<file path="config.mk">
export PLATFORM = sky130hd
export DESIGN_NAME = l1a_addr_buf
export DESIGN_NICKNAME = d
export VERILOG_FILES = /design/src/rtl/l1a_buf_pkg.sv /design/src/rtl/l1a_fifo_fwft.sv /design/src/rtl/l1a_addr_buf.sv
export SDC_FILE = /design/constraint.sdc
export NUM_CORES = 1
export LEC_CHECK = 0
export CAP_MARGIN = 20
export CELL_PAD_IN_SITES_DETAIL_PLACEMENT = 2
export CELL_PAD_IN_SITES_GLOBAL_PLACEMENT = 2
export CORE_MARGIN = 2
export CORE_UTILIZATION = 30
export DETAILED_ROUTE_END_ITERATION = 6
export PLACE_DENSITY_LB_ADDON = 0.2
export SETUP_SLACK_MARGIN = 0.2
export SLEW_MARGIN = 30
export SYNTH_ARGS = -nofsm -noshare
export SYNTH_HDL_FRONTEND = slang
export SYNTH_SLANG_ARGS = --single-unit
</file>
<file path="constraint.sdc">
create_clock -name CLK -period 5.3 [get_ports CLK]
set_clock_uncertainty 0.05 [all_clocks]
set_input_delay 0.53 -clock CLK [delete_from_list [all_inputs] [get_ports CLK]]
set_output_delay 0.53 -clock CLK [all_outputs]
set_load 0.01 [all_outputs]
</file>
<file path="src/rtl/l1a_buf_pkg.sv">
// Shared defaults for the L1A address buffer: ring, FIFO and counter widths.
package l1a_buf_pkg;

    localparam int DEF_RING_AW    = 12;
    localparam int DEF_DEPTH_LOG2 = 4;
    localparam int DEF_CNT_W      = 24;
    localparam int DEF_ENTRY_W    = DEF_CNT_W + DEF_RING_AW;

    localparam int                DROP_W   = 8;
    localparam logic [DROP_W-1:0] DROP_SAT = 8'hFF;

endpackage

</file>
<file path="src/rtl/l1a_fifo_fwft.sv">
// Synchronous first-word-fall-through FIFO with registered head, flags and count.
module l1a_fifo_fwft #(
    parameter int W  = 36,
    parameter int AW = 4
) (
    input  logic          CLK,
    input  logic          RST,
    input  logic          i_clr,
    input  logic          i_push,
    input  logic          i_pop,
    input  logic [W-1:0]  i_din,
    output logic [W-1:0]  o_dout,
    output logic          o_empty,
    output logic          o_full,
    output logic [AW:0]   o_count
);

    localparam int DEPTH = 1 << AW;

    logic [W-1:0]  r_mem [DEPTH];
    logic [AW:0]   r_wptr, r_rptr, r_cnt;
    logic [W-1:0]  r_dout;
    logic          r_empty, r_full;

    logic          w_pop, w_push, w_empty_nxt, w_full_nxt;
    logic [AW:0]   w_wptr_nxt, w_rptr_nxt;
    logic [W-1:0]  w_head;

    assign w_pop      = i_pop & ~r_empty;
    assign w_push     = i_push & (~r_full | w_pop);
    assign w_wptr_nxt = w_push ? r_wptr + 1'b1 : r_wptr;
    assign w_rptr_nxt = w_pop  ? r_rptr + 1'b1 : r_rptr;
    assign w_empty_nxt = (w_wptr_nxt == w_rptr_nxt);
    assign w_full_nxt  = (w_wptr_nxt[AW] != w_rptr_nxt[AW]) &&
                         (w_wptr_nxt[AW-1:0] == w_rptr_nxt[AW-1:0]);

    // The new head may be the word being written this very cycle; bypass it.
    assign w_head = (w_push && (w_rptr_nxt[AW-1:0] == r_wptr[AW-1:0])) ?
                    i_din : r_mem[w_rptr_nxt[AW-1:0]];

    always_ff @(posedge CLK) begin
        if (w_push && !i_clr)
            r_mem[r_wptr[AW-1:0]] <= i_din;
    end

    always_ff @(posedge CLK or posedge RST) begin
        if (RST) begin
            r_wptr  <= '0;
            r_rptr  <= '0;
            r_cnt   <= '0;
            r_dout  <= '0;
            r_empty <= 1'b1;
            r_full  <= 1'b0;
        end else if (i_clr) begin
            r_wptr  <= '0;
            r_rptr  <= '0;
            r_cnt   <= '0;
            r_dout  <= '0;
            r_empty <= 1'b1;
            r_full  <= 1'b0;
        end else begin
            r_wptr  <= w_wptr_nxt;
            r_rptr  <= w_rptr_nxt;
            r_cnt   <= w_wptr_nxt - w_rptr_nxt;
            r_empty <= w_empty_nxt;
            r_full  <= w_full_nxt;
            if (!w_empty_nxt)
                r_dout <= w_head;
        end
    end

    assign o_dout  = r_dout;
    assign o_empty = r_empty;
    assign o_full  = r_full;
    assign o_count = r_cnt;

endmodule

</file>
<file path="src/rtl/l1a_addr_buf.sv">
// Queues matched L1A triggers as {L1A number, ring start address} for the transfer FSM.
module l1a_addr_buf
    import l1a_buf_pkg::*;
#(
    parameter int RING_AW    = DEF_RING_AW,
    parameter int DEPTH_LOG2 = DEF_DEPTH_LOG2,
    parameter int CNT_W      = DEF_CNT_W
) (
    input  logic                  CLK,
    input  logic                  RST,
    input  logic                  RESYNC,
    input  logic                  L1A,
    input  logic                  L1A_MATCH,
    input  logic [RING_AW-1:0]    RING_WADDR,
    input  logic [RING_AW-1:0]    LATENCY,
    input  logic                  NXT_L1A,
    output logic                  L1A_BUF_MT,
    output logic                  L1A_BUF_FULL,
    output logic [RING_AW-1:0]    RD_ADDR,
    output logic [CNT_W-1:0]      EVT_NUM,
    output logic [CNT_W-1:0]      L1A_CNT,
    output logic [DEPTH_LOG2:0]   WORDS,
    output logic                  OVF,
    output logic [DROP_W-1:0]     DROP_CNT
);

    localparam int ENTRY_W = CNT_W + RING_AW;

    logic [CNT_W-1:0]    r_l1a_cnt;
    logic                r_ovf;
    logic [DROP_W-1:0]   r_drop_cnt;

    logic                w_match, w_push, w_drop;
    logic [RING_AW-1:0]  w_start;
    logic [ENTRY_W-1:0]  w_din, w_dout;

    // A full FIFO still accepts a push when the head leaves in the same cycle.
    assign w_match = L1A & L1A_MATCH;
    assign w_push  = w_match & (~L1A_BUF_FULL | NXT_L1A);
    assign w_drop  = w_match & L1A_BUF_FULL & ~NXT_L1A;
    assign w_start = RING_WADDR - LATENCY;
    assign w_din   = {r_l1a_cnt, w_start};

    l1a_fifo_fwft #(
        .W  (ENTRY_W),
        .AW (DEPTH_LOG2)
    ) u_fifo (
        .CLK     (CLK),
        .RST     (RST),
        .i_clr   (RESYNC),
        .i_push  (w_push),
        .i_pop   (NXT_L1A),
        .i_din   (w_din),
        .o_dout  (w_dout),
        .o_empty (L1A_BUF_MT),
        .o_full  (L1A_BUF_FULL),
        .o_count (WORDS)
    );

    always_ff @(posedge CLK or posedge RST) begin
        if (RST) begin
            r_l1a_cnt  <= '0;
            r_ovf      <= 1'b0;
            r_drop_cnt <= '0;
        end else if (RESYNC) begin
            r_l1a_cnt  <= '0;
            r_ovf      <= 1'b0;
            r_drop_cnt <= '0;
        end else begin
            if (L1A)
                r_l1a_cnt <= r_l1a_cnt + 1'b1;
            if (w_drop) begin
                r_ovf <= 1'b1;
                if (r_drop_cnt != DROP_SAT)
                    r_drop_cnt <= r_drop_cnt + 1'b1;
            end
        end
    end

    assign RD_ADDR  = w_dout[RING_AW-1:0];
    assign EVT_NUM  = w_dout[ENTRY_W-1:RING_AW];
    assign L1A_CNT  = r_l1a_cnt;
    assign OVF      = r_ovf;
    assign DROP_CNT = r_drop_cnt;

endmodule

</file>
==> impl_metrics.toml, run 1 <==
[sta]
finalMaxSlewViolations = 0
clock.fmax_mhz = 232
worst_slack_ns = 0.992
post-route-period-util_pct = 81.3
tightest_slew_ns = 1.02
rsz0062_at_grt = "false"
fin_tns_setup_ns = 0
report.final.hold_viol_count = 0
fin_crit_ns = 4.31
slew_headroom_pct = 32.1
setup_violations = 0

[global_route]
gr-total-overflow = 0
grt_pass1_wl_mm = 189
top_usage_layer = "met2"
use_met1_pct = 29.3
grt_pass1_vias = 27976
grt_max_degree = 179
grt_util_met3_pct = 2.72
use_met2_pct = 40.5
grt_usage_pct = 23.0
antenna_found_initial = 1

[cells_and_area]
fin_util_pct = 34.9
area_delta_synth_final_pct = 15.8
fin_nets = 2754
design_area_um2 = 37200
fin_cells = 4167
final_common_cell = "edfxtp_1"
diodes = 0
drive_gt1_share_pct = 8.94
final_cell_mix = "576 x edfxtp_1, 230 x a21oi_1, 185 x nand2_1, 148 x o21ai_0, 127 x a211o_1"

[detailed_routing]
wire_per_inst_um = 30.9
drc = 0
totalWireLength_mm = 129
num_vias = 25124
ant_nets = 0
drtIter0Drc = 1643
via_per_inst = 6.03
drt_first_pass_iters = 6

[job]
drv_cap = 0

[power]
p_clk_share_pct = 34.9
net-switching-power_mw = 5.28
vdd_drop_max_uv = 263
seqPwrFrac_pct = 38.8
intPower_mw = 10.4
p_comb_share_pct = 26.3
leakagePower_nw = 11.4
swShare_pct = 33.8
power_density_nw_per_um2 = 420

[synthesis]
yosysWarnings = 0
synth_ff_type = "edfxtp_1"
avgSynthCellArea_um2 = 11.8
synth_cell_types = 76
async_flop_share_pct = 13.0
synth_top_area_share_pct = 53.8
yosys.area.top_type = "edfxtp_1"
synth_edf_count = 576
synth_area_leaders = "edfxtp_1 54%, dfrtp_1 6.6%, a21oi_1 3.6%"
ys_seq_elements = 662
synth_nets = 2771
seq_area_frac_synth_pct = 60.5
synthesis.area_um2 = 32100
synthCells = 2717

[die]
ios = 106
coreArea_um2 = 107000
fp.dieArea_um2 = 110000
die_x_um = 331
start_util_pct = 30.1
fp.dieH_um = 331
rows = 120

[worst_setup_path]
cp_max_fo = 22
startpoint_type = "primary input"
worstSetupPathType = "primary input to register"
ff2ff_path_depth = 10
end_kind = "register"
required_ns = 5.81
arrival_ns = 4.82

[cts]
cts_resized = 0
cts-root-buf = "clkbuf_16"
cts_setup_buffers = 0
h-tree-depth = 3
clock-sinks = 662
ctsHoldBuffers = 0
cts.clk_slew.worst_paths_ns = 0.06
cts_buffers = 76
cts_tree = "yes"
clock_path_buffers = 3
clock_latency_ns = 0.64

[place]
port_buffers = 105
dpl.cell_count = 4024
placed_area_um2 = 34600
dp_slack_ns = 0.388
dp_hpwl_mm = 69.8
gp_congestion = 0.760

[run_status]
outcome = "completed"

[hold_path]
min_path_type = "primary input to asynchronous set/reset pin"
flip-flops by register name, summed over array words and instances, names as in the netlist:
| register | cells |
|---|---|
| u_fifo.r_mem | 576 |
| u_fifo.o_empty | 1 |
| OVF | 1 |
| u_fifo.o_count | 5 |
| u_fifo.o_dout | 36 |
| u_fifo.r_rptr | 5 |
| L1A_CNT | 24 |
| u_fifo.o_full | 1 |
| DROP_CNT | 8 |
| u_fifo.r_wptr | 5 |
worst max-delay path: stages:
cell,delay [ns]
clkdlybuf4s50_1,0.67
nand2b_4,0.22
a21oi_1,0.49
nand4_1,0.19
xor2_1,0.29
inv_1,0.08
ha_1,0.35
nand4_1,0.35
nor3_4,0.87
buf_4,0.51
a221o_1,0.24
area by class of cell:
class | count | area, µm²
fillers | 11061 | 69400
flip-flops and latches | 662 | 19500
multi-input cells | 1708 | 11300
clock buffers | 103 | 2120
repair buffers | 183 | 1860
well taps | 1403 | 1760
clock inverters | 39 | 427
inverters | 69 | 270
path summary, 6_finish.rpt:
| kind | from | endpoint | slack [ns] |
|---|---|---|---|
| min reg2reg | OVF | OVF | 0.48 |
| max in group asynchronous | RST | L1A_CNT[17] | 4.11 |
| max | NXT_L1A | u_fifo.o_dout[22] | 0.99 |
| max reg2reg | u_fifo.o_empty | u_fifo.o_dout[22] | 1.11 |
| min | RST | L1A_CNT[11] | 0.17 |
| min in group CLK | RESYNC | u_fifo.o_empty | 0.29 |
stage by stage:
stage | power (mW) | hold WS (ns)
floorplan | 8.54 | 0.485
CTS | 15.8 | 0.240
global route | 16.3 | 0.176
global placement | 10.1 | 0.471
detailed placement | 10.3 | 0.474
finish | 15.6 | 0.170
kinds of logic (layout without fill, tap and decap cells):
group	Yosys count	count (layout)	share of synthesized area, %
fa+ha+maj	24	24	0.982
buf+inv	347	394	4.88
flops	662	662	60.5
mux	3	3	0.132
simple gates	560	560	8.28
xor+xnor	50	50	1.55
compound gates	1071	1071	23.6
power by group through the flow:
stage	clock (mW)	combinational, mW	sequential, mW
global placement	0	3.92	6.18
detailed placement	0	4.09	6.17
floorplan	0	2.45	6.09
CTS	5.58	4.12	6.07
finish	5.46	4.11	6.07
global route	5.77	4.42	6.07
synth_stat cells (all sizes together) (7+ instances only):
master	count
a41oi	32
o31ai	53
a221oi	55
clkbuf	128
a21o	32
a2111oi	31
xnor2	29
nand3	113
edfxtp	576
a311o	24
a211o	127
dfrtp	85
nand2	185
a211oi	28
o32ai	24
a22o	23
a21oi	230
nand2b	63
inv	68
nor2	105
o22ai	62
xor2	20
a22oi	27
a221o	36
nor3	24
and3	9
ha	22
o21ai	154
o311ai	12
buf	150
o2111ai	7
o211ai	104
nand4	29
metal layers:
metal	wire [µm]	vias to the layer above	share of wire (%)
met1	55600	13576	43
met3	5280	209	4.1
met5	0	-	0
li1	-	10704	-
met4	3330	0	2.6
met2	64600	635	50
Power figures use the tool's default switching activity.
==> run 2, diff against run 1 <==
Clock period 5.3 ns to 4 ns, I/O delays scaled along.
==> run 2 against run 1 <==
Worst hold slack got worse by 0.052 ns. Clock power rose by 36%. Core utilization rose by 0.48 points. Register-to-register slack got worse by 0.43 ns. Sequential power rose by 33%. Count of clock-buffer cells in the layout rose by 21. Critical endpoint is now u_fifo.o_dout[26]. Largest cell class unchanged. Highest routed layer unchanged.
==> impl_metrics.toml, run 2 (synthesized netlist as in run 1, its figures left out) <==
[sta]
slew_headroom_pct = 11.2
fin_tns_setup_ns = 0
rsz0062_at_grt = "false"
clock.fmax_mhz = 301
tightest_slew_ns = 1.33
setup_violations = 0
worst_slack_ns = 0.678
finalMaxSlewViolations = 0
post-route-period-util_pct = 83.1
fin_crit_ns = 3.32
report.final.hold_viol_count = 0

[global_route]
grt_pass1_vias = 27680
antenna_found_initial = 2
grt_usage_pct = 22.6
gr-total-overflow = 0
grt_pass1_wl_mm = 187
grt_max_degree = 183

[power]
power_density_nw_per_um2 = 560
p_total_mw = 21.1
vdd_drop_max_uv = 370
leakagePower_nw = 11.7

[detailed_routing]
drtIter0Drc = 1793
drc = 0
num_vias = 25045
drt_first_pass_iters = 5
wire_per_inst_um = 30.0
totalWireLength_mm = 126
via_per_inst = 5.95
ant_nets = 0

[hold_path]
min_path_type = "primary input to register"
min_from = "RESYNC"

[die]
ios = 106
fp.dieArea_um2 = 110000
rows = 120
coreArea_um2 = 107000
start_util_pct = 30.1
die_x_um = 331
fp.dieH_um = 331

[worst_setup_path]
reg2reg_slack_ns = 0.68
required_ns = 4.51
end_kind = "register"
startpoint_type = "register"
worstSetupPathType = "register to register"
rr_startpoint = "u_fifo.o_empty"
startpoint = "u_fifo.o_empty"
arrival_ns = 3.84
cp_max_fo = 110

[cts]
clock_latency_ns = 0.64
ctsHoldBuffers = 0
cts-root-buf = "clkbuf_16"
cts_resized = 0
cts.clk_slew.worst_paths_ns = 0.06
cts_tree = "yes"
h-tree-depth = 3
clock-sinks = 662
cts_buffers = 78
cts_setup_buffers = 0
clock_path_buffers = 3

[place]
dp_slack_ns = 0.308
gp_congestion = 0.753
dp_hpwl_mm = 70.8
port_buffers = 105

[cells_and_area]
fin_nets = 2791
diodes = 0
drive_gt1_share_pct = 9.95
area_delta_synth_final_pct = 17.4
final_cell_mix = "576 x edfxtp_1, 230 x a21oi_1, 185 x nand2_1, 148 x o21ai_0, 127 x a211o_1"
final_common_cell = "edfxtp_1"
largest_reg_flops = 576

[job]
drv_cap = 0

[run_status]
outcome = "completed"
[run 2: report_power, final]
group | switching (mW) | total, mW | internal [mW]
clock network | 2.99 | 7.44 | 4.45
registers | 0.302 | 8.05 | 7.75
logic | 3.74 | 5.61 | 1.87
total | 7.03 | 21.1 | 14.1
[run 2: cell type report]
class | count | area, µm²
fillers | 10989 | 68900
well taps | 1403 | 1760
clock buffers | 124 | 2360
clock inverters | 22 | 288
repair buffers | 218 | 2260
inverters | 69 | 269
multi-input cells | 1708 | 11300
flip-flops and latches | 662 | 19500
[run 2: layer usage]
metal	share of wire [%]	vias up	track usage, %	wire length (µm)
li1	-	10781	-	-
met1	44	13504	28.9	55100
met2	50	576	39.5	62900
met3	3.8	184	2.94	4860
met4	2.7	0	7.33	3390
met5	0	-	0	0
[run 2: per-stage QoR]
stage	util [%]	hold slack (ns)	cells	cell area [µm²]
after global routing	35.4	0.121	4206	37700
after detailed placement	32.9	0.465	4060	35000
after floorplan	-	0.485	2717	32100
final	35.4	0.118	4206	37700
after CTS	35.4	0.0792	4206	37700
after global placement	32.9	0.463	4060	35000
[run 2: critical path, stage by stage (launching register included)]
cell and delay (ns):
dfstp_2 0.63, nand2b_4 0.20, buf_12 0.37, buf_12 0.48
a211o_1 0.19, a41oi_1 0.12, o31ai_1 0.51, nand3_1 0.16
a21oi_1 0.17, a221o_1 0.12
[run 2: path summary, 6_finish.rpt]
check,end,depth (start not counted)
hold reg to reg,OVF,2
min in group asynchronous,u_fifo.o_dout[18],2
hold / removal,u_fifo.o_empty,3
setup / recovery,u_fifo.o_dout[26],9
setup reg to reg,u_fifo.o_dout[26],9
max in group asynchronous,u_fifo.o_empty,3
